**src/rtl/fp16_pkg.sv**
```systemverilog
// Shared FP16 definitions for the arithmetic cluster: operand layout,
// constants, flag bit positions, operand classes and divider FSM states.
package fp16_pkg;

   localparam int unsigned FP_W     = 16;
   localparam int unsigned EXP_W    = 5;
   localparam int unsigned FRAC_W   = 10;
   localparam int unsigned MANT_W   = FRAC_W + 1;
   localparam int unsigned FLG_W    = 4;
   localparam int unsigned EXP_BIAS = 15;

   localparam logic [EXP_W-1:0] EXP_MAX = 5'd31;
   localparam logic [FP_W-1:0]  QNAN    = 16'h7E00;
   localparam logic [FP_W-1:0]  POS_INF = 16'h7C00;

   localparam int unsigned FLG_INVALID   = 3;
   localparam int unsigned FLG_DIVZERO   = 2;
   localparam int unsigned FLG_OVERFLOW  = 1;
   localparam int unsigned FLG_UNDERFLOW = 0;

   typedef struct packed {
      logic              sign;
      logic [EXP_W-1:0]  exp;
      logic [FRAC_W-1:0] frac;
   } fp16_t;

   typedef enum logic [1:0] {ZERO, NORMAL, INF, NAN} fp_class_e;

   typedef enum logic [1:0] {IDLE, DIV, NORM, DONE} div_state_e;

endpackage

```
**src/rtl/fp16_div_if.sv**
```systemverilog
// Operand/result handshake bundle for fp16_div.
//   master: producer/consumer side (drives operands and out_ready_i)
//   slave : divider side (drives ready_o, out_valid_o, DIV_o, flags_o)
interface fp16_div_if;
   import fp16_pkg::*;

   logic             valid_i;
   logic             ready_o;
   logic [FP_W-1:0]  opA_i;
   logic [FP_W-1:0]  opB_i;
   logic             out_valid_o;
   logic             out_ready_i;
   logic [FP_W-1:0]  DIV_o;
   logic [FLG_W-1:0] flags_o;

   modport master (
      output valid_i, opA_i, opB_i, out_ready_i,
      input  ready_o, out_valid_o, DIV_o, flags_o
   );

   modport slave (
      input  valid_i, opA_i, opB_i, out_ready_i,
      output ready_o, out_valid_o, DIV_o, flags_o
   );

endinterface

```
**src/rtl/fp16_classify.sv**
```systemverilog
// Combinational FP16 operand classifier (denormals are treated as zero).
//   op_i  : FP16 operand
//   cls_o : ZERO / NORMAL / INF / NAN
module fp16_classify
   import fp16_pkg::*;
(
   input  fp16_t     op_i,
   output fp_class_e cls_o
);

   // Sign does not affect the class.
   logic unused_sign;
   assign unused_sign = op_i.sign;

   always_comb begin : classify
      cls_o = NORMAL;
      if (op_i.exp == '0) begin
         cls_o = ZERO;
      end else if (op_i.exp == EXP_MAX) begin
         cls_o = (op_i.frac == '0) ? INF : NAN;
      end
   end

endmodule

```
**src/rtl/fp16_div.sv**
```systemverilog
// Sequential FP16 divider (opA / opB), radix-2 restoring mantissa divide.
//   clk_i, rstn_i : clock, async active-low reset
//   bus (slave)   : valid_i/ready_o operand handshake, opA_i, opB_i,
//                   out_valid_o/out_ready_i result handshake, DIV_o, flags_o
//                   flags_o = {invalid, divzero, overflow, underflow}
//   ITER_PER_CYCLE: quotient bits per clock (1, 2, 7 or 14)
// Build macro FP16_DIV_ROUND_NEAREST_EN selects round-to-nearest-even;
// without it the quotient is truncated.
module fp16_div
   import fp16_pkg::*;
#(
   parameter int unsigned ITER_PER_CYCLE = 1
) (
   input  logic      clk_i,
   input  logic      rstn_i,
   fp16_div_if.slave bus
);

   localparam int unsigned Q_W    = 14;
   localparam int unsigned N_ITER = Q_W / ITER_PER_CYCLE;
   localparam int unsigned REM_W  = MANT_W + 1;
   localparam int unsigned MR_W   = MANT_W + 1;
   localparam int unsigned CNT_W  = 4;
   localparam int unsigned E_W    = 7;
   localparam int unsigned EN_W   = 8;

   if (ITER_PER_CYCLE != 1 && ITER_PER_CYCLE != 2 &&
       ITER_PER_CYCLE != 7 && ITER_PER_CYCLE != 14) begin : g_bad_iter
      $error("fp16_div: ITER_PER_CYCLE must be 1, 2, 7 or 14");
   end

   div_state_e              state_q, state_d;
   fp16_t                   op_a_q, op_b_q;
   logic [CNT_W-1:0]        cnt_q;
   logic [REM_W-1:0]        rem_q, rem_n;
   logic [MANT_W-1:0]       mb_q;
   logic [Q_W-1:0]          q_q, q_n;
   logic signed [E_W-1:0]   e_q;
   logic [FP_W-1:0]         res_q, res_c;
   logic [FLG_W-1:0]        flg_q, flg_c;
   logic                    out_valid_q;

   logic ready_c, accept, prep_en, iter_en, norm_en, out_clr;

   fp_class_e cls_a, cls_b;

   fp16_classify u_cls_a (.op_i(op_a_q), .cls_o(cls_a));
   fp16_classify u_cls_b (.op_i(op_b_q), .cls_o(cls_b));

   // State register
   always_ff @(posedge clk_i or negedge rstn_i) begin : fsm_reg
      if (!rstn_i) state_q <= IDLE;
      else         state_q <= state_d;
   end

   // Next state
   always_comb begin : fsm_next
      state_d = state_q;
      case (state_q)
         IDLE:    if (bus.valid_i) state_d = DIV;
         DIV:     if (cnt_q == CNT_W'(N_ITER)) state_d = NORM;
         NORM:    state_d = DONE;
         DONE:    if (bus.out_ready_i) state_d = IDLE;
         default: state_d = IDLE;
      endcase
   end

   // FSM decode; first DIV cycle unpacks the captured operands, the rest iterate
   always_comb begin : fsm_out
      ready_c = 1'b0;
      accept  = 1'b0;
      prep_en = 1'b0;
      iter_en = 1'b0;
      norm_en = 1'b0;
      out_clr = 1'b0;
      case (state_q)
         IDLE: begin
            ready_c = 1'b1;
            accept  = bus.valid_i;
         end
         DIV: begin
            prep_en = (cnt_q == '0);
            iter_en = (cnt_q != '0);
         end
         NORM:    norm_en = 1'b1;
         DONE:    out_clr = bus.out_ready_i;
         default: ;
      endcase
   end

   assign bus.ready_o = ready_c;

   // ITER_PER_CYCLE restoring steps; remainder is kept pre-shifted for the next step
   always_comb begin : div_step
      rem_n = rem_q;
      q_n   = q_q;
      for (int unsigned k = 0; k < ITER_PER_CYCLE; k++) begin
         if (rem_n >= {1'b0, mb_q}) begin
            rem_n = rem_n - {1'b0, mb_q};
            q_n   = {q_n[Q_W-2:0], 1'b1};
         end else begin
            q_n   = {q_n[Q_W-2:0], 1'b0};
         end
         rem_n = rem_n << 1;
      end
   end

   // Normalise, round, range-check and special-case select
   logic [MANT_W-1:0]      mant;
   logic [MR_W-1:0]        mant_r;
   logic                   rnd, sticky, rem_nz, sign_c;
   logic signed [EN_W-1:0] e_n;

   always_comb begin : norm_pack
      rem_nz = |rem_q;
      sign_c = op_a_q.sign ^ op_b_q.sign;
      res_c  = '0;
      flg_c  = '0;
      if (q_q[Q_W-1]) begin
         mant   = q_q[13:3];
         rnd    = q_q[2];
         sticky = (|q_q[1:0]) | rem_nz;
         e_n    = EN_W'(e_q);
      end else begin
         mant   = q_q[12:2];
         rnd    = q_q[1];
         sticky = q_q[0] | rem_nz;
         e_n    = EN_W'(e_q) - 8'sd1;
      end
`ifdef FP16_DIV_ROUND_NEAREST_EN
      mant_r = {1'b0, mant} + MR_W'(rnd & (sticky | mant[0]));
`else
      mant_r = {1'b0, mant};
`endif
      if (mant_r[MANT_W]) begin
         mant_r = mant_r >> 1;
         e_n    = e_n + 8'sd1;
      end

      if (cls_a == NAN || cls_b == NAN ||
          (cls_a == ZERO && cls_b == ZERO) || (cls_a == INF && cls_b == INF)) begin
         res_c              = QNAN;
         flg_c[FLG_INVALID] = 1'b1;
      end else if (cls_a == INF) begin
         res_c = {sign_c, POS_INF[FP_W-2:0]};
      end else if (cls_b == ZERO) begin
         res_c              = {sign_c, POS_INF[FP_W-2:0]};
         flg_c[FLG_DIVZERO] = 1'b1;
      end else if (cls_b == INF || cls_a == ZERO) begin
         res_c = {sign_c, (FP_W-1)'(0)};
      end else if (e_n >= 8'sd31) begin
         res_c               = {sign_c, POS_INF[FP_W-2:0]};
         flg_c[FLG_OVERFLOW] = 1'b1;
      end else if (e_n <= 8'sd0) begin
         res_c                = {sign_c, (FP_W-1)'(0)};
         flg_c[FLG_UNDERFLOW] = 1'b1;
      end else begin
         res_c = {sign_c, e_n[EXP_W-1:0], mant_r[FRAC_W-1:0]};
      end
   end

   // Hidden bit is implicit; round/sticky only feed the nearest-even build
   logic unused_bits;
   assign unused_bits = ^{mant_r[MANT_W-1], rnd, sticky};

   // Datapath and output registers
   always_ff @(posedge clk_i or negedge rstn_i) begin : dp_regs
      if (!rstn_i) begin
         op_a_q      <= '0;
         op_b_q      <= '0;
         cnt_q       <= '0;
         rem_q       <= '0;
         mb_q        <= '0;
         q_q         <= '0;
         e_q         <= '0;
         res_q       <= '0;
         flg_q       <= '0;
         out_valid_q <= 1'b0;
      end else begin
         if (accept) begin
            op_a_q <= bus.opA_i;
            op_b_q <= bus.opB_i;
         end
         if (accept)              cnt_q <= '0;
         else if (state_q == DIV) cnt_q <= cnt_q + CNT_W'(1);
         if (prep_en) begin
            rem_q <= REM_W'({1'b1, op_a_q.frac});
            mb_q  <= {1'b1, op_b_q.frac};
            q_q   <= '0;
            e_q   <= E_W'({2'b00, op_a_q.exp}) - E_W'({2'b00, op_b_q.exp}) + E_W'(EXP_BIAS);
         end
         if (iter_en) begin
            rem_q <= rem_n;
            q_q   <= q_n;
         end
         if (norm_en) begin
            res_q       <= res_c;
            flg_q       <= flg_c;
            out_valid_q <= 1'b1;
         end else if (out_clr) begin
            out_valid_q <= 1'b0;
         end
      end
   end

   assign bus.out_valid_o = out_valid_q;
   assign bus.DIV_o       = res_q;
   assign bus.flags_o     = flg_q;

endmodule

```
**src/flat_wrapper.sv**
```systemverilog
// flat-port wrapper written by rule: the top's interface ports become plain ports
module fp16_div_flat import fp16_pkg::*;
#(
   parameter int unsigned ITER_PER_CYCLE = 1
)
  (clk_i, rstn_i, bus_valid_i, bus_opA_i, bus_opB_i, bus_out_ready_i, bus_ready_o, bus_out_valid_o, bus_DIV_o, bus_flags_o);
  fp16_div_if bus_i ();
  input  logic clk_i;
  input  logic rstn_i;
  input wire logic [$bits(bus_i.valid_i)-1:0] bus_valid_i;
  input wire logic [$bits(bus_i.opA_i)-1:0] bus_opA_i;
  input wire logic [$bits(bus_i.opB_i)-1:0] bus_opB_i;
  input wire logic [$bits(bus_i.out_ready_i)-1:0] bus_out_ready_i;
  output wire logic [$bits(bus_i.ready_o)-1:0] bus_ready_o;
  output wire logic [$bits(bus_i.out_valid_o)-1:0] bus_out_valid_o;
  output wire logic [$bits(bus_i.DIV_o)-1:0] bus_DIV_o;
  output wire logic [$bits(bus_i.flags_o)-1:0] bus_flags_o;
  assign bus_i.valid_i = bus_valid_i;
  assign bus_i.opA_i = bus_opA_i;
  assign bus_i.opB_i = bus_opB_i;
  assign bus_i.out_ready_i = bus_out_ready_i;
  assign bus_ready_o = bus_i.ready_o;
  assign bus_out_valid_o = bus_i.out_valid_o;
  assign bus_DIV_o = bus_i.DIV_o;
  assign bus_flags_o = bus_i.flags_o;
  fp16_div #(.ITER_PER_CYCLE(ITER_PER_CYCLE)) u_core (.clk_i(clk_i), .rstn_i(rstn_i), .bus(bus_i));
endmodule
```
**config.mk**
```make
export PLATFORM = sky130hd
export DESIGN_NAME = fp16_div_flat
export DESIGN_NICKNAME = d
export VERILOG_FILES = /design/src/rtl/fp16_pkg.sv /design/src/rtl/fp16_div_if.sv /design/src/rtl/fp16_classify.sv /design/src/rtl/fp16_div.sv /design/src/flat_wrapper.sv
export SDC_FILE = /design/constraint.sdc
export NUM_CORES = 1
export LEC_CHECK = 0
export BUFFER_PORTS_ARGS = -buffer_cell sky130_fd_sc_hd__buf_2
export CORE_ASPECT_RATIO = 1.2
export CORE_UTILIZATION = 50
export CTS_BUF_LIST = sky130_fd_sc_hd__clkbuf_16
export DETAILED_ROUTE_END_ITERATION = 12
export PLACE_DENSITY = 0.72
export SLEW_MARGIN = 40
export SYNTH_ARGS = -nofsm -noshare
export SYNTH_HDL_FRONTEND = slang
export SYNTH_SLANG_ARGS = --single-unit
```
**constraint.sdc**
```tcl
create_clock -name clk_i -period 2.4 [get_ports clk_i]
set_clock_uncertainty 0.1 [all_clocks]
set_input_delay 0.48 -clock clk_i [delete_from_list [all_inputs] [get_ports clk_i]]
set_output_delay 0.48 -clock clk_i [all_outputs]
set_load 0.02 [all_outputs]
```
# After elaboration in Yosys (flattened, before gate mapping)
# Index checks and enable logic that the tools add are counted.
# Widths: inputs -> output; s select.
# totals
register_bits	103
in_bits	36
out_inout_bits	22
elab_cells	99
# op_classes
addsub	5
magnitude_cmp	3
n_eq_ne	13
muxes	43
bitwise	1
reduce_logical	19
# op_table
cell	n
$mux 15	5
$mux 14	2
$mux 12	2
$logic_not 10->1	2
$mux 2	9
$mux 1	16
$mux 16	1
$eq 2x2->1 const B	6
$ge 12x11->1	1
$mux 11	1
$sub 11x11->11	1
$eq 5x5->1 const B	2
$logic_not 5->1	2
$mux 10	1
$ge 8x6->1 const B	1
$le 8x1->1 const B	1
$mux 4	2
$mux 8	1
$pmux 2 s4	1
$sub 7x2->8 const B	1
$add 7x4->7 const B	1
$logic_not 2->1	3
$mux 3	2
$reduce_bool 2->1	3
12 further kinds	17

# Longest topological paths before layout
# Gate-level depths: netlist of the first run.
# logic_depth
word_depth	10
ltp_mapped	10
mapped_depth_nobuf	10

# Hierarchy
# From an unflattened synthesis of the first run, not the netlist that was laid out.
# unflattened
cells_unflattened	536
hier_area_um2	5531.6
# modules_own_cells
module	n_inst	cells_each	area_each_um2	seq_area_each_um2
fp16_div	1	518	5431.5	2577.5
fp16_classify	2	9	50.0	0.0

# Worst setup path after synthesis of the first run
# Ideal clock, no wire load.
# synth_timing
path_type	reg-to-reg
startpoint	register u_core.mb_q[0]
endpoint	register u_core.rem_q[4]
setup_time_ns	0.132
arrival_ns	2.065
t_required_ns	2.168
path_slack_ns	0.103
path_stages_with_launch	10
n_path_buf	1
synth_period_minus_slack_ns	2.297
path_cell_list	dfrtp_1 -> ha_1 -> fa_1 -> nand2b_1 -> a21oi_1 -> nor2b_1 -> o211ai_2 -> buf_4 -> mux2i_1 -> o21ai_1
# synth_between
elab_chain_len	3
word_cells_on_any_way	4
classes_between	1 x add/sub; 1 x order compare; 2 x mux
# synth_lines
element	line_no	text
start: declaration	fp16_div.sv:36	logic [MANT_W-1:0] mb_q;
start signal: assignment	fp16_div.sv:188	mb_q <= {1'b1, op_b_q.frac};
$sub 11x11->11 or $ge 12x11->1 (tied branches)	fp16_div.sv:99, fp16_div.sv:98	
$mux 11 *	fp16_div.sv:98	if (rem_n >= {1'b0, mb_q}) begin
$mux 12 *	fp16_div.sv:192	if (iter_en) begin
end signal: assignment	fp16_div.sv:187	rem_q <= REM_W'({1'b1, op_a_q.frac});
end signal: assignment	fp16_div.sv:193	rem_q <= rem_n;
end: declaration	fp16_div.sv:35	logic [REM_W-1:0] rem_q, rem_n;
# Mark *: on every way between the ends. The rest lies on a longest branch, timed or not.
# A chain may end at the register's enable or synchronous reset.

# Worst setup path after layout of the first run
# layout_timing
startpoint	register u_core.mb_q[0]
endpoint	register u_core.rem_q[8]
# The elaborated chain is that of the path after synthesis.

==> impl_summary.log, run 1 <==
[metrics] post-layout net count: 657
[metrics] largest fanout on the critical path: 6
[metrics] share of synthesized area occupied by flip-flops and latches: between 40% and 50%
[metrics] Detailed Route WL: around 12 mm
[metrics] Final Util: 60.9%
[metrics] all-layer global routing usage: between 20% and 30%
[metrics] post-route antenna net violation count: 0
[metrics] average wire per cell in the routed design: 16.0 um
[metrics] status: finished clean
[metrics] die area: 11400 sq um
[metrics] detailed placement HPWL: between 8 and 9 mm
[metrics] final setup vio count: 0
[metrics] effective utilization at floorplan: 51.7%
[metrics] max cap viols: 0
[metrics] CTS max path bufs: 2
[metrics] clock transition time at the flip-flop clock pins of the worst setup and hold paths: 0.07 ns
[metrics] Crit Path Class: reg -> reg
[metrics] Async SR Flop Fraction: 100%
[metrics] per-cell via count in the routed design: roughly 5.7
[metrics] largest cells by area after synthesis: dfrtp_1 47%, mux2_2 6.6%, ha_1 5.7%, mux2i_1 3.7%, inv_1 3.2%
[metrics] final global-route overflow total: 0
[metrics] Unique masters post-synth: 63
[metrics] number of synthesized flops with an enable pin: 0
[metrics] number of global-route vias before repair: about 4300
[metrics] CTS Root Buffer Type: clkbuf_16
[metrics] 1st-pass router iterations: 4
[metrics] RSZ-0062 raised after global routing: true
[metrics] number of antenna diodes: 0
[metrics] final estimated routing congestion in global placement: around 0.91
[metrics] Worst Max-Slew Pin Slew: between 0.5 and 0.6 ns
[metrics] Yosys warning total: 0
[metrics] Required @ worst endpoint: between 2 and 3 ns
[metrics] number of storage elements in the synthesis netlist: ~100
[metrics] ratio of cells with drive above 1 in the final layout: around a quarter
[metrics] Setup crit start kind: flip-flop
[metrics] leakage power total: 2.96 nW
[metrics] largest area contributor in the netlist: dfrtp_1
[metrics] Synth Flop Type: dfrtp_1
[metrics] Max IR drop VDD: 833 uV
[metrics] CP Cell Sequence: ha_2 > fa_2 > nand2b_4 > a21oi_4 > nor2b_1 > o211ai_2 > buf_12 > buf_4 > mux2i_1 > o21ai_1
[metrics] total standard cell area after synthesis: between 5000 and 6000 sq um
[metrics] Port-buffer cells: 57
[metrics] Max stage delay on crit path: approximately 0.39 ns
[metrics] standard-cell row count: between 40 and 50
[metrics] total negative slack: 0 ns
[metrics] vias after detailed routing: approximately 4200
[metrics] total clock buffers created by CTS: 9
[metrics] Cells after Synth: between 500 and 600
[metrics] post-route setup slack: 0.0885 ns
[metrics] post-route DRC violation count: 0
[metrics] Synthesized Nets: about 590
[metrics] maximum achievable frequency: roughly 430 MHz
[metrics] tightest slew margin relative to the limit: around 66%
[metrics] worst hold path class: in -> reg
[metrics] crit share post-route: between 90% and 100%
[metrics] DIE WIDTH: between 90 and 100 um
[metrics] fillers: approximately 860
[metrics] Core ar.: ~11000 sq um
[metrics] top-level port count: 58
[metrics] hold violation total from the final report: 0
[metrics] final critical path time including I/O delays and setup: about 2.3 ns
[metrics] Iter 0 DRT Violations: 166
[metrics] syn avg cell area: around 10 sq um
[metrics] wire length of the first global-routing pass: between 20 and 25 mm
[metrics] CP max-delay cell: dfrtp_1
[metrics] Vert. Die Dim: around 120 um
[metrics] worst slack at placement: -0.0548 ns
[metrics] kind of end point of the critical path: flip-flop
[metrics] pin count of the biggest net entering global routing: between 40 and 50
[metrics] CTS Sinks: 103
[metrics] Worst-Skew Late Latency: approximately 0.34 ns
[metrics] max-slew violation count: 0
[metrics] area delta synth->final: 17.6%
[metrics] PwrDens: approximately 1600 nW/um^2
[metrics] TritonCTS clock tree: done
[metrics] Data arrival, critical path: around 2.4 ns
[metrics] top-area cell type share of the netlist area: approximately 47%
[metrics] H-tree depth: 3
[metrics] number of antenna violations at the first check in global routing: 0
## stage by stage
stage / hold WS, ns / total power [W] / std cells / area, sq um
floorplan: 0.0844 / 0.00711 / 522 / 5470
global placement: 0.339 / 0.00835 / 707 / 6020
detailed placement: 0.337 / 0.00859 / 707 / 6020
CTS: 0.257 / 0.0104 / 728 / 6400
global route: 0.252 / 0.0113 / 728 / 6430
finish: 0.263 / 0.0105 / 728 / 6430
## cells in the mapped netlist, types with 13 or more instances
master,instances
nand2_1,35
ha_1,25
o22ai_1,14
inv_1,47
clkbuf_1,13
mux2_2,32
dfrtp_1,103
a21oi_1,26
o21ai_0,24
mux2i_1,20
nor2_1,27
nor2b_1,13
## sequential cells by signal (all words and copies together) (netlist names)
name,flops
u_core.bus.DIV_o,16
u_core.bus.flags_o,4
u_core.bus.out_valid_o,1
u_core.cnt_q,4
u_core.e_q,7
u_core.mb_q,11
u_core.op_a_q,16
u_core.op_b_q,16
u_core.q_q,14
u_core.rem_q,12
u_core.state_q,2
## logic make-up (layout without fill, tap and decap cells)
kind of cell             count (synthesis)  in the layout  synth area share [%]
XOR/XNOR                                17             17                  2.72
AND/OR/NAND/NOR                        128            128                  12.5
flip-flops                             103            103                  47.1
AO/OA/AOI/OAI                          127            127                  15.7
adder cells (fa/ha/maj)                 27             27                  6.45
multiplexers                            52             52                  10.3
buffers and inverters                   68            145                  5.17
## power by group
part / switching [W] / internal [W]
Clock: 0.000648 / 0.000916
Combinational: 0.00311 / 0.00272
Sequential: 0.000590 / 0.00250
Total: 0.00435 / 0.00613
## metal layers
layer  global-route usage (%)  vias to the layer above  share of wire [%]
met2                     41.2                      109                 52
met4                     8.14                        0                2.1
li1                         -                     2004                  -
met5                        0                        -                  0
met3                     4.25                       20                4.3
met1                     25.6                     2046                 42
## cell type report
cell class | count | area [sq um] | share of cell area [%]
flip-flops and latches | 103 | 2580 | 40.1
clock buffers | 9 | 225 | 3.50
multi-input cells | 351 | 2660 | 41.3
clock inverters | 7 | 93.8 | 1.46
well taps | 129 | 161 | 2.51
repair buffers | 82 | 541 | 8.40
inverters | 47 | 176 | 2.74
## final timing paths
path	from	endpoint	slack (ns)	depth (start not counted)
worst min register to register	u_core.mb_q[10]	u_core.mb_q[10]	0.35	2
worst min-delay path	bus_opA_i[5]	u_core.op_a_q[5]	0.26	2
min in group asynchronous	rstn_i	u_core.e_q[0]	0.50	2
max in group asynchronous	rstn_i	u_core.cnt_q[0]	0.89	3
worst max-delay path	u_core.mb_q[0]	u_core.rem_q[8]	0.09	10
worst max register to register	u_core.mb_q[0]	u_core.rem_q[8]	0.09	10
## cells in the final DEF (no fill, tap or decap), types with 9 or more instances in the layout
master     synthesis  routed
a21oi_1           26      25
buf_2              1      56
buf_4              1      20
clkbuf_16          0       9
dfrtp_1          103     103
ha_1              25      24
inv_1             47      48
mux2_2            32      32
mux2i_1           20      20
nand2_1           35      35
nor2_1            27      27
nor2b_1           13      13
nor3_1             9       9
o21ai_0           24      24
o22ai_1           14      14
o2bb2ai_1         11      11
xnor2_1           12      11
## worst max-delay path: cells and delay by family, from the launching register on
family	cells	cell delay, ns
and+or+nand+nor	2	0.24
AOI/OAI and AO/OA	3	0.42
buffers and inverters	2	0.28
DFF	1	0.39
muxes	1	0.18
adders and majority gates	2	0.56
## repair_timing
item	in CTS	in global routing
hold buffers	1	0
buffers inserted	4	0
cloned	0	0
endpoints found under the hold margin	26	0
resized for setup	5	7
endpoints found under the setup margin	2	12
pin swaps	1	1
No activity file was read; power rests on OpenSTA's default activity.
==> run 2, diff against run 1 <==
--- a/config.mk
+++ b/config.mk
@@ -5,6 +5,7 @@
 export SDC_FILE = /design/constraint.sdc
 export NUM_CORES = 1
 export LEC_CHECK = 0
+export ABC_AREA = 1
 export BUFFER_PORTS_ARGS = -buffer_cell sky130_fd_sc_hd__buf_2
 export CORE_ASPECT_RATIO = 1.2
 export CORE_UTILIZATION = 50
==> impl_summary.log, run 2 <==
[metrics] Unique masters post-synth: 41 (-35%)
[metrics] Core ar.: 11100 sq um (+4.9%)
[metrics] Worst Max-Slew Pin Slew: 0.645 ns (+0.139 ns)
[metrics] standard-cell row count: 42 (+2.4%)
[metrics] area delta synth->final: 14.3%
[metrics] Required @ worst endpoint: 2.56 ns (+0.05 ns)
[metrics] detailed placement HPWL: 9.57 mm (+11%)
[metrics] top-area cell type share of the netlist area: 45.0% (-2.2 points)
[metrics] RSZ-0062 raised after global routing: false
[metrics] largest cells by area after synthesis: dfrtp_1 45%, nand2_1 15%, inv_1 7.0%, ha_1 5.5%, o21ai_0 5.3%
[metrics] max-slew violation count: 0 (unchanged)
[metrics] Iter 0 DRT Violations: 227 (+37%)
[metrics] post-route DRC violation count: 0 (unchanged)
[metrics] CTS Root Buffer Type: clkbuf_16
[metrics] Detailed Route WL: 12.9 mm (+10%)
[metrics] number of antenna diodes: 0 (unchanged)
[metrics] Crit Path Class: reg -> reg
[metrics] leading cell type in the layout, fill and taps excluded: nand2_1
[metrics] ratio of cells with drive above 1 in the final layout: 14.0% (-11 points)
[metrics] Port-buffer cells: 57 (unchanged)
[metrics] number of synthesized flops with an enable pin: 0 (unchanged)
[metrics] crit share post-route: 89.0% (-7.3 points)
[metrics] per-cell via count in the routed design: 5.10 (-11%)
[metrics] status: finished clean
[metrics] number of storage elements in the synthesis netlist: 103 (unchanged)
[metrics] top cells by count, synth: 224 x nand2_1, 107 x inv_1, 103 x dfrtp_1
[metrics] CTS Sinks: 103 (unchanged)
[metrics] CTS max path bufs: 2 (unchanged)
[metrics] 1st-pass router iterations: 5 (+1)
[metrics] largest area contributor in the netlist: dfrtp_1
[metrics] tightest slew margin relative to the limit: 56.7% (-9.5 points)
[metrics] final critical path time including I/O delays and setup: 2.14 ns (-0.175 ns)
[metrics] Max IR drop VDD: 713 uV (-14%)
[metrics] post-route setup slack: 0.263 ns (+0.175 ns)
[metrics] max cap viols: 0 (unchanged)
[metrics] maximum achievable frequency: 468 MHz (+8.2%)
[metrics] final global-route overflow total: 0 (unchanged)
[metrics] number of global-route vias before repair: 4860 (+13%)
[metrics] Worst-Skew Late Latency: 0.35 ns (about the same)
[metrics] commonest non-fill, non-tap cells in the layout: 224 x nand2_1, 107 x inv_1, 103 x dfrtp_1
[metrics] average wire per cell in the routed design: 13.5 um (-16%)
[metrics] share of synthesized area occupied by flip-flops and latches: 45.0% (-2.2 points)
[metrics] total clock buffers created by CTS: 9 (unchanged)
[metrics] Async SR Flop Fraction: 100% (unchanged)
[metrics] clock transition time at the flip-flop clock pins of the worst setup and hold paths: 0.07 ns (about the same)
[metrics] final setup vio count: 0 (unchanged)
[metrics] syn avg cell area: 7.79 sq um (-26%)
[metrics] Cells after Synth: 736 (+41%)
[metrics] pin count of the biggest net entering global routing: 55 (+31%)
[metrics] PwrDens: 1580 nW/um^2 (-3.3%)
[metrics] Setup crit start kind: flip-flop
[metrics] effective utilization at floorplan: 51.7% (-0.059 points)
[metrics] fillers: 1001 (+16%)
[metrics] Vert. Die Dim: 119 um (+2.3%)
[metrics] H-tree depth: 3 (unchanged)
[metrics] kind of end point of the critical path: flip-flop
[metrics] post-route antenna net violation count: 0 (unchanged)
[metrics] Synth Flop Type: dfrtp_1
[metrics] Synthesized Nets: 799 (+37%)
[metrics] worst slack at placement: 0.315 ns (+0.370 ns)
[metrics] largest fanout on the critical path: 4 (-2)
[metrics] all-layer global routing usage: 23.8% (+1.6 points)
[metrics] TritonCTS clock tree: done
[metrics] Yosys warning total: 0 (unchanged)
[metrics] top-level port count: 58 (unchanged)
[metrics] DIE WIDTH: 99.7 um (+2.3%)
[metrics] leakage power total: 3.41 nW (+15%)
[metrics] number of antenna violations at the first check in global routing: 0 (unchanged)
[metrics] most frequent cell after synthesis: nand2_1
[metrics] die area: 11900 sq um (+4.7%)
[metrics] vias after detailed routing: 4865 (+16%)
[metrics] worst hold path class: in -> reg
[metrics] Data arrival, critical path: 2.30 ns (-0.12 ns)
[metrics] final estimated routing congestion in global placement: 0.946 (+4.3%)
[metrics] post-layout net count: 858 (+31%)
[metrics] wire length of the first global-routing pass: 22.1 mm (+10%)
[metrics] total negative slack: 0 ns (unchanged)
[metrics] hold violation total from the final report: 0 (unchanged)
[metrics] total standard cell area after synthesis: 5730 sq um (+4.8%)
## run 2: worst max-delay path: stages (launching register included)
cell and delay [ns]:
dfrtp_1 0.42, nand2_1 0.07, nor3_1 0.54, nand3_1 0.33, nand2_1 0.13, nand2_1 0.07, nand2_1 0.08, nand3_1 0.11
o21ai_0 0.19
## run 2: power by group
part	switching [W]	internal (W)	total, W
combinational	0.00369	0.00202	0.00571
clock	0.000652	0.00102	0.00168
sequential	0.000449	0.00248	0.00293
## run 2: worst paths after layout
kind	start	to	slack, ns	cells after the start
setup / recovery	u_core.op_a_q[11]	u_core.bus.DIV_o[15]	0.26	8
hold / removal	bus_opB_i[2]	u_core.op_b_q[2]	0.22	3
setup reg to reg	u_core.op_a_q[11]	u_core.bus.DIV_o[15]	0.26	8
hold reg to reg	u_core.mb_q[10]	u_core.mb_q[10]	0.36	2
max in group asynchronous	rstn_i	u_core.mb_q[1]	0.97	3
min in group asynchronous	rstn_i	u_core.bus.DIV_o[2]	0.53	2
## run 2: kinds of logic after synthesis
kind of cell | count (synthesis) | share of synthesized area (%)
buffers and inverters | 134 | 9.37
AOI/OAI and AO/OA | 110 | 10.8
xor gates and xnor gates | 10 | 1.53
and+or+nand+nor | 352 | 27.2
adders and majority gates | 27 | 6.16
DFF | 103 | 45.0
## run 2: routing by layer
metal | track usage [%] | up-vias | part of all wire (%)
li1 | - | 2462 | -
met1 | 29.9 | 2247 | 45
met2 | 39.7 | 125 | 49
met3 | 4.46 | 31 | 3.5
met4 | 10.1 | 0 | 3.1
met5 | 0 | - | 0
## run 2: final cells by class
cell class	instances	area, sq um	area share [%]
clock inverter	7	119	1.82
sequential	103	2580	39.4
clock buffer	9	225	3.44
inverter	113	424	6.48
tap	154	193	2.94
multi-input combinational	499	2620	40.0
timing repair buffer	69	393	6.00
## run 2: stage by stage
stage | hold slack, ns | std cells | total power (W) | utilization (%) | cell area [sq um]
4_1_cts | 0.217 | 954 | 0.0104 | 59.0 | 6550
3_5_place_dp | 0.344 | 937 | 0.00861 | 55.9 | 6190
2_1_floorplan | 0.0844 | 736 | 0.00735 | - | 5730
6_report | 0.223 | 954 | 0.0103 | 59.0 | 6550
5_1_grt | 0.222 | 954 | 0.0113 | 59.0 | 6550
3_3_place_gp | 0.339 | 937 | 0.00845 | 55.9 | 6190
## run 2: what timing repair did
item                                   CTS  global route
buffers inserted                         0             0
hold buffers                             1             0
resized for setup                        0             0
endpoints found under the hold margin   16             0
==> run 3, diff against run 2 <==
--- a/config.mk
+++ b/config.mk
@@ -8,10 +8,10 @@
 export ABC_AREA = 1
 export BUFFER_PORTS_ARGS = -buffer_cell sky130_fd_sc_hd__buf_2
 export CORE_ASPECT_RATIO = 1.2
-export CORE_UTILIZATION = 50
+export CORE_UTILIZATION = 48
 export CTS_BUF_LIST = sky130_fd_sc_hd__clkbuf_16
 export DETAILED_ROUTE_END_ITERATION = 12
-export PLACE_DENSITY = 0.72
+export PLACE_DENSITY = 0.67
 export SLEW_MARGIN = 40
 export SYNTH_ARGS = -nofsm -noshare
 export SYNTH_HDL_FRONTEND = slang
==> constraint.sdc (replaced) <==
create_clock -name clk_i -period 2 [get_ports clk_i]
set_clock_uncertainty 0.1 [all_clocks]
set_input_delay 0.4 -clock clk_i [delete_from_list [all_inputs] [get_ports clk_i]]
set_output_delay 0.4 -clock clk_i [all_outputs]
set_load 0.02 [all_outputs]
==> impl_summary.log, run 3 (synthesis results as in run 2) <==
[metrics] number of global-route vias before repair: 4698 (-3.3%)
[metrics] RSZ-0062 raised after global routing: true
[metrics] worst hold path class: in -> reg
[metrics] hold violation total from the final report: 0 (unchanged)
[metrics] critical path startpoint: u_core.op_a_q[10]
[metrics] Core ar.: 11600 sq um (+4.8%)
[metrics] average wire per cell in the routed design: 13.7 um (+1.2%)
[metrics] post-layout net count: 882 (+2.8%)
[metrics] Worst Max-Slew Pin Slew: 0.463 ns (-0.182 ns)
[metrics] post-route DRC violation count: 0 (unchanged)
[metrics] non-filler cells, final: 981 (+2.8%)
[metrics] R2R setup slack: 0.02 ns (-0.25 ns)
[metrics] Data arrival, critical path: 2.16 ns (-0.14 ns)
[metrics] total clock buffers created by CTS: 9 (unchanged)
[metrics] number of cells traversed by the worst register-to-register path: 12 (+4)
[metrics] Critical Path Sink: u_core.e_q[6]
[metrics] standard-cell row count: 43 (+2.4%)
[metrics] switching fraction of total power: 47.2% (+0.78 points)
[metrics] post-route setup slack: 0.0164 ns (-0.247 ns)
[metrics] pin count of the biggest net entering global routing: 49 (-11%)
[metrics] fillers: 1090 (+8.9%)
[metrics] Port-buffer cells: 57 (unchanged)
[metrics] tightest slew margin relative to the limit: 69.2% (+12 points)
[metrics] per-cell via count in the routed design: 5.07 (-0.53%)
[metrics] commonest non-fill, non-tap cells in the layout: 216 x nand2_1, 103 x dfrtp_1, 99 x inv_1
[metrics] final estimated routing congestion in global placement: 0.913 (-3.4%)
[metrics] Max IR drop VDD: 930 uV (+30%)
[metrics] ratio of cells with drive above 1 in the final layout: 21.8% (+7.8 points)
[metrics] area delta synth->final: 20.7%
[metrics] sequential power share: 26.3% (-2.1 points)
[metrics] TritonCTS clock tree: done
[metrics] power share of the combinational group: 61.7% (+6.3 points)
[metrics] Storage cell area: 2580 sq um (unchanged)
[metrics] internal power: 0.00705 W (+28%)
[metrics] total power draw: 0.0134 W (+30%)
[metrics] PwrDens: 1930 nW/um^2 (+23%)
[metrics] leading cell type in the layout, fill and taps excluded: nand2_1
[metrics] number of antenna violations at the first check in global routing: 0 (unchanged)
[metrics] CTS Root Buffer Type: clkbuf_16
[metrics] Setup crit start kind: flip-flop
[metrics] Iter 0 DRT Violations: 170 (-25%)
[metrics] Worst-Skew Late Latency: 0.35 ns (about the same)
[metrics] final global-route overflow total: 0 (unchanged)
[metrics] final setup vio count: 0 (unchanged)
[metrics] DIE WIDTH: 102 um (+2.0%)
[metrics] leakage power total: 3.52 nW (+3.1%)
[metrics] crit share post-route: 99.2% (+10 points)
[metrics] status: finished clean
[metrics] capture instance of the worst register-to-register path: u_core.e_q[6]
[metrics] top-level port count: 58 (unchanged)
[metrics] max cap viols: 0 (unchanged)
[metrics] CTS Sinks: 103 (unchanged)
[metrics] detailed placement HPWL: 9.90 mm (+3.5%)
[metrics] Detailed Route WL: 13.4 mm (+4.0%)
[metrics] Crit Path Class: reg -> reg
[metrics] vias after detailed routing: 4976 (+2.3%)
[metrics] maximum achievable frequency: 504 MHz (+7.7%)
[metrics] wire length of the first global-routing pass: 21.8 mm (-1.2%)
[metrics] effective utilization at floorplan: 49.3% (-2.4 points)
[metrics] switching pwr: 0.00631 W (+32%)
[metrics] worst slack at placement: -0.0637 ns (-0.379 ns)
[metrics] Required @ worst endpoint: 2.17 ns (-0.39 ns)
[metrics] clock transition time at the flip-flop clock pins of the worst setup and hold paths: 0.07 ns (about the same)
[metrics] CTS max path bufs: 2 (unchanged)
[metrics] 1st-pass router iterations: 5 (unchanged)
[metrics] post-route antenna net violation count: 0 (unchanged)
[metrics] all-layer global routing usage: 23.0% (-0.77 points)
[metrics] max-slew violation count: 0 (unchanged)
[metrics] Min Hold Slack: 0.147 ns (-0.0763 ns)
[metrics] Vert. Die Dim: 122 um (+2.0%)
[metrics] number of antenna diodes: 0 (unchanged)
[metrics] largest fanout on the critical path: 2 (-2)
[metrics] instance count after placement with tap cells included: 953 (+1.7%)
[metrics] final critical path time including I/O delays and setup: 1.98 ns (-0.153 ns)
[metrics] die area: 12400 sq um (+4.1%)
[metrics] kind of end point of the critical path: flip-flop
[metrics] worst flop-to-flop path startpoint: u_core.op_a_q[10]
[metrics] H-tree depth: 3 (unchanged)
[metrics] total area of multi-input combinational cells: 2880 sq um (+10%)
[metrics] clock network fraction of total power: 12.0% (-4.2 points)
==> run 3: routing by layer <==
layer	vias up	global-route usage (%)	share of wire (%)
met1	2329	28.5	43
li1	2514	-	-
met3	30	3.16	3.0
met4	0	9.15	3.3
met5	-	0	0
met2	103	40.0	51
==> run 3: through the flow <==
step | area (sq um) | TNS (ns) | util (%)
3_3_place_gp | 6310 | 0 | 54.3
3_5_place_dp | 6310 | -0.333 | 54.3
2_1_floorplan | 5730 | 0 | -
4_1_cts | 6630 | 0 | 57.1
5_1_grt | 6920 | -0.319 | 59.5
6_report | 6920 | 0 | 59.5
==> run 3: cell type report <==
type	count	share of cell area, %
sequential	103	37.3
tap	157	2.84
timing repair buffer	91	8.25
multi-input combinational	501	41.6
clock inverter	7	0.561
clock buffer	9	3.26
inverter	113	6.21
==> run 3: power by group through the flow <==
stage | Combinational, W | Clock [W] | Sequential (W)
6_report | 0.00824 | 0.00160 | 0.00352
5_1_grt | 0.00920 | 0.00172 | 0.00362
4_1_cts | 0.00733 | 0.00164 | 0.00349
3_5_place_dp | 0.00706 | 0 | 0.00353
3_3_place_gp | 0.00688 | 0 | 0.00348
2_1_floorplan | 0.00523 | 0 | 0.00359
==> run 3: critical path: stages, from the launching register on <==
cell,delay [ns]
dfrtp_1,0.38
inv_2,0.09
ha_4,0.15
inv_4,0.04
fa_2,0.45
inv_2,0.09
ha_4,0.13
inv_2,0.03
nor2_2,0.13
nand2_2,0.08
nand2_2,0.06
nand2_2,0.05
o21ai_1,0.12
==> run 3: how the worst min path moves through the flow <==
stage,startpoint,to,slack (ns),cells past startpoint
5_1_grt,bus_opB_i[5],u_core.op_b_q[5],0.16,3
3_5_place_dp,rstn_i,u_core.bus.DIV_o[4],0.26,1
6_report,bus_opB_i[2],u_core.op_b_q[2],0.15,3
2_1_floorplan,rstn_i,u_core.bus.DIV_o[0],0.004,0
4_1_cts,bus_opA_i[5],u_core.op_a_q[5],0.14,3
3_3_place_gp,rstn_i,u_core.bus.DIV_o[3],0.26,1
==> run 3: repair_timing <==
action | in CTS | in global routing
gates cloned | 1 | 1
hold buffers | 1 | 0
endpoints found under the hold margin | 28 | 0
resized for setup | 11 | 52
setup endpoints to repair | 13 | 32
setup buffers | 2 | 7
pin swaps | 3 | 22
